--- src/rtl/rst_seq_gen.sv ---
// Reset sequencer: asserts NCH active-high reset channels together on power-on,
// on a run of trigger bytes from the UART, or on a software request, then releases
// them one after another with a fixed stagger so downstream blocks wake in order.
module rst_seq_gen #(
  parameter int          PULSE_LEN   = 16,
  parameter int          NCH         = 3,
  parameter int          STAGGER     = 4,
  parameter logic [7:0]  TRIG_CODE   = 8'h1b,
  parameter int          TRIG_COUNT  = 1,
  parameter int          TRIG_WINDOW = 1024
) (
  input  logic           clk,
  input  logic           resetq,
  input  logic           rx_data_rdy,
  input  logic [7:0]     rx_data,
  input  logic           sw_rst,
  input  logic           hold,
  output logic [NCH-1:0] rst,
  output logic           busy,
  output logic [1:0]     rst_cause
);

  // Count value at which the last channel lets go.
  localparam int LAST   = PULSE_LEN + STAGGER * (NCH - 1);
  localparam int CW     = $clog2(LAST + 1);
  localparam int MW     = $clog2(TRIG_COUNT + 1);
  localparam int WW     = $clog2(TRIG_WINDOW + 1);
  // With one channel or no stagger there is nothing to release in steps.
  localparam bit DIRECT = (NCH == 1) || (STAGGER == 0);

  typedef enum logic [1:0] {
    ST_IDLE    = 2'd0,
    ST_ASSERT  = 2'd1,
    ST_RELEASE = 2'd2
  } state_t;

  logic [1:0]     sync_r;
  state_t         state_r;
  logic [CW-1:0]  cnt_r;
  logic [MW-1:0]  mc_r;
  logic [WW-1:0]  wt_r;
  logic [NCH-1:0] rst_r;
  logic           busy_r;
  logic [1:0]     cause_r;

  logic           byte_trig_s;
  logic           start_s;
  logic [MW-1:0]  mc_inc_s;
  logic [MW-1:0]  mc_nx_s;
  logic [WW-1:0]  wt_inc_s;
  logic [WW-1:0]  wt_nx_s;
  state_t         state_nx_s;
  logic [CW-1:0]  cnt_nx_s;
  logic [CW-1:0]  cnt_inc_s;
  logic [NCH-1:0] rst_nx_s;

  // Two-flop synchronizer on the release of the asynchronous reset.
  always_ff @(posedge clk or negedge resetq) begin
    if (!resetq) begin
      sync_r <= 2'b00;
    end else begin
      sync_r <= {sync_r[0], 1'b1};
    end
  end

  // Trigger-byte matcher: counts consecutive trigger bytes that arrive within the window.
  always_comb begin
    mc_inc_s    = mc_r + MW'(1'b1);
    byte_trig_s = 1'b0;
    if (wt_r == WW'(TRIG_WINDOW)) begin
      wt_inc_s = wt_r;
    end else begin
      wt_inc_s = wt_r + WW'(1'b1);
    end
    mc_nx_s = mc_r;
    wt_nx_s = wt_inc_s;
    if (rx_data_rdy) begin
      if (rx_data == TRIG_CODE) begin
        wt_nx_s = {WW{1'b0}};
        if (mc_inc_s == MW'(TRIG_COUNT)) begin
          byte_trig_s = 1'b1;
          mc_nx_s     = {MW{1'b0}};
        end else begin
          mc_nx_s = mc_inc_s;
        end
      end else begin
        mc_nx_s = {MW{1'b0}};
      end
    end else begin
      if (wt_inc_s == WW'(TRIG_WINDOW)) begin
        mc_nx_s = {MW{1'b0}};
      end else begin
        mc_nx_s = mc_r;
      end
    end
  end

  // Matcher state registers.
  always_ff @(posedge clk or negedge resetq) begin
    if (!resetq) begin
      mc_r <= {MW{1'b0}};
      wt_r <= {WW{1'b0}};
    end else begin
      mc_r <= mc_nx_s;
      wt_r <= wt_nx_s;
    end
  end

  // Sequencer next state; a new start always wins and restarts the whole pulse.
  always_comb begin
    start_s    = byte_trig_s | sw_rst;
    cnt_inc_s  = cnt_r + CW'(1'b1);
    state_nx_s = state_r;
    cnt_nx_s   = cnt_r;
    if (start_s) begin
      state_nx_s = ST_ASSERT;
      cnt_nx_s   = {CW{1'b0}};
    end else begin
      case (state_r)
        ST_IDLE: begin
          state_nx_s = ST_IDLE;
          cnt_nx_s   = {CW{1'b0}};
        end
        ST_ASSERT: begin
          if (!sync_r[1] || hold) begin
            state_nx_s = ST_ASSERT;
            cnt_nx_s   = {CW{1'b0}};
          end else if (cnt_r == CW'(PULSE_LEN - 1)) begin
            if (DIRECT) begin
              state_nx_s = ST_IDLE;
              cnt_nx_s   = {CW{1'b0}};
            end else begin
              state_nx_s = ST_RELEASE;
              cnt_nx_s   = cnt_inc_s;
            end
          end else begin
            state_nx_s = ST_ASSERT;
            cnt_nx_s   = cnt_inc_s;
          end
        end
        ST_RELEASE: begin
          if (cnt_inc_s == CW'(LAST)) begin
            state_nx_s = ST_IDLE;
            cnt_nx_s   = {CW{1'b0}};
          end else begin
            state_nx_s = ST_RELEASE;
            cnt_nx_s   = cnt_inc_s;
          end
        end
        default: begin
          state_nx_s = ST_ASSERT;
          cnt_nx_s   = {CW{1'b0}};
        end
      endcase
    end
  end

  // Channel i stays asserted until the count reaches PULSE_LEN + i*STAGGER.
  for (genvar i = 0; i < NCH; i++) begin : g_ch
    assign rst_nx_s[i] = (state_nx_s != ST_IDLE) && (cnt_nx_s < CW'(PULSE_LEN + i * STAGGER));
  end

  // FSM with registered outputs; the cause is latched whenever a sequence starts.
  always_ff @(posedge clk or negedge resetq) begin
    if (!resetq) begin
      state_r <= ST_ASSERT;
      cnt_r   <= {CW{1'b0}};
      rst_r   <= {NCH{1'b1}};
      busy_r  <= 1'b1;
      cause_r <= 2'b00;
    end else begin
      state_r <= state_nx_s;
      cnt_r   <= cnt_nx_s;
      rst_r   <= rst_nx_s;
      busy_r  <= (state_nx_s != ST_IDLE);
      if (start_s) begin
        cause_r <= sw_rst ? 2'b10 : 2'b01;
      end else begin
        cause_r <= cause_r;
      end
    end
  end

  assign rst       = rst_r;
  assign busy      = busy_r;
  assign rst_cause = cause_r;

endmodule

--- config.mk ---
export PLATFORM = sky130hd
export DESIGN_NAME = rst_seq_gen
export DESIGN_NICKNAME = d
export VERILOG_FILES = /design/src/rtl/rst_seq_gen.sv
export SDC_FILE = /design/constraint.sdc
export NUM_CORES = 1
export LEC_CHECK = 0
export CAP_MARGIN = 5
export CORE_UTILIZATION = 45
export DETAILED_ROUTE_END_ITERATION = 10
export DONT_BUFFER_PORTS = 1
export REMOVE_ABC_BUFFERS = 1
export SYNTH_ARGS = -nofsm -noshare
export SYNTH_HDL_FRONTEND = slang
export SYNTH_SLANG_ARGS = --single-unit
--- constraint.sdc ---
create_clock -name clk -period 1.9 [get_ports clk]
set_clock_uncertainty 0.1 [all_clocks]
set_input_delay 0.285 -clock clk [delete_from_list [all_inputs] [get_ports clk]]
set_output_delay 0.285 -clock clk [all_outputs]
set_load 0.01 [all_outputs]
==> metrics.yaml <==
routing:
  dr.pass1.iters: 2
  post-route-drc-count: 0
  ant_nets: 0
  post_drt_wl_per_cell_um: 12.29
  wirelength_mm: 1.376
  drtIter0Drc: 7
  via_per_inst: 5.080
  num_vias: 569
timing:
  slew_headroom_pct: 54.85
  fmax_mhz: 557.2
  hold_slack_ns: 0.01611
  tns_ns: 0
  finalSetupViolations: 0
  slew_viol_final: 0
  finalHoldViolCount: 0
  fin_crit_sh_pct: 94.46
  worst-slew-pin-transition_ns: 0.6751
  min_period_ns: 1.795
final_layout:
  final_cell_mix: "dfrtp_1 (10), inv_1 (9), nor2_1 (7)"
  mostFrequentLayoutCell: "dfrtp_1"
  area_growth_pct: 17.66
  fillers: 160
  final_net_count: 106
  drive_above_1_share_pct: 31.03
  diodes: 0
  final_cell_area_um2: 967.2
  utilization_pct: 56.01
power_and_ir_drop:
  vdd_ir_drop_max_v: 0.0003654
  p_per_area_mw_per_mm2: 553.4
  leakage_nw: 0.4274
die:
  die-area_mm2: 0.002002
  start_util_pct: 47.61
  die_width_um: 44.74
  die_h_um: 44.74
  fp-row-count: 15
  core_area_mm2: 0.001727
  ioPinCount: 19
synth:
  yosysSeqAreaShare_pct: 46.42
  synth_flop_cell: "dfrtp_1"
  synth_cell_types: 33
  synthArstFlopShare_pct: 100.0
  synthTopCellsByArea: "dfrtp_1 (30%), dfstp_2 (16%), ha_1 (7.6%)"
  yosysTopAreaCell: "dfrtp_1"
  syn_area_per_cell_um2: 10.96
  synth_top_area_share_pct: 30.44
  syn-instance-count: 75
  ys_warn_count: 0
  synth_edf_count: 0
  netlist_area_um2: 822.0
  ys_seq_elements: 15
clock_tree:
  clock_sinks: 15
  numCtsBuffers: 3
  clk_pin_slew_worst_paths_ns: 0.08
  clock_path_buffers: 2
  clockRootBuffer: "clkbuf_4"
  cts_tree: "yes"
  htree_levels: 1
  clk_latency_ns: 0.28
grt:
  grt_use_total_pct: 15.82
  grt_use_met3_pct: 2.400
  grt_remaining_overflow: 0
  grt.busiest_layer: "met2"
  first_global_vias: 527
  grt_pass1_wl_mm: 2.228
  grt_max_degree: 16
  antenna_found_initial: 0
  met2_usage_pct: 24.41
  use_met1_pct: 21.17
hold_path:
  hp-class: "in -> reg"
job:
  cap_violations: 0
critical_path:
  cp-end-kind: "flip-flop"
  crit_type: "reg -> reg"
  cp.arrival_ns: 1.88
  crit_required_ns: 1.98
  slowest_stage: "dfstp_2"
  slowest_delay_ns: 0.55
  cp_max_fo: 4
  crit_buf_inv: 1
  path_cells: "inv_1, ha_1, nor2_1, o21ai_2, or2_4, a311oi_1"
  cp_top_family: "flip-flops"
  crit_path_start_kind: "flip-flop"
placed_design:
  dpl_cell_area_um2: 898.4
  place_hpwl_mm: 1.099
  gp_congestion: 0.8374
  port_buffers: 0
run_status:
  status: "finished, final reports clean"
## repair_timing
item                                   CTS  global route
setup buffers                            0             0
hold buffers                             2             0
resized for setup                        0             4
endpoints found under the hold margin   16             0
setup endpoints to repair                4             6
pin swaps                                1             1
## state kept, by name, indices dropped and copies added (netlist names)
signal / flops
state_r: 2
rst: 3
cnt_r: 5
sync_r: 2
rst_cause: 2
busy: 1
## Yosys cell counts (2+ instances only)
library cell and number:
nor2_1 7, o22ai_1 2, a21oi_1 4, a311oi_1 2, nor2b_1 2, inv_1 9
nand3b_1 2, dfstp_2 5, nand2_1 3, o211ai_1 2, ha_1 5, dfrtp_1 10
and3_1 2
## power by group
group	internal [mW]	total, mW	switching (mW)
Sequential	0.323	0.325	0.00179
Clock	0.0815	0.177	0.0959
Combinational	0.0138	0.0332	0.0194
## kinds of logic (layout without fill, tap and decap cells)
family	after synthesis	count (layout)	synth area share [%]
buffers and inverters	9	21	4.109
other	1	1	0.4562
AO/OA/AOI/OAI	19	19	18.72
AND/OR/NAND/NOR	25	25	21.61
adder cells (fa/ha/maj)	5	5	7.610
XOR/XNOR	1	1	1.066
flip-flops	15	15	46.42
## metrics by stage
step                cells  setup WS [ns]  power (mW)
floorplan              75       -0.03904      0.3500
global placement      106        0.04829      0.3549
detailed placement    106       0.009955      0.3552
CTS                   112        0.01354      0.5447
global route          112      -0.005642      0.5605
finish                112         0.1052      0.5352
## worst register-to-register path: cells and delay by family (launching register included)
kind	cells	cell delay, ns
flip-flops	1	0.55
AO/OA/AOI/OAI	2	0.35
AND/OR/NAND/NOR	2	0.36
buffers and inverters	1	0.05
adder cells (fa/ha/maj)	1	0.29
## final timing paths
kind	cells after the start	slack [ns]	from	to
setup / recovery	6	0.11	state_r[0]	cnt_r[0]
hold / removal	1	0.02	sw_rst	rst_cause[1]
setup reg to reg	6	0.11	state_r[0]	cnt_r[0]
hold reg to reg	0	0.27	sync_r[0]	sync_r[1]
max in group asynchronous	1	0.89	resetq	state_r[1]
min in group asynchronous	1	0.38	resetq	cnt_r[2]
## layer usage
metal	vias to the layer above	share of wire, %
met4	0	1.7
met1	276	49
met2	5	48
met3	4	1.8
met5	-	0
li1	284	-
## area by class of cell
cell class                      instances  area [um^2]  area share (%)
Inverter                                9        33.78           3.493
Multi-Input combinational cell         51        429.2           44.37
Timing Repair Buffer                    8        65.06           6.727
Clock buffer                            4        26.28           2.717
Tap cell                               25        31.28           3.234
Sequential cell                        15        381.6           39.46
Note: power is estimated with default switching activity, not from simulation.
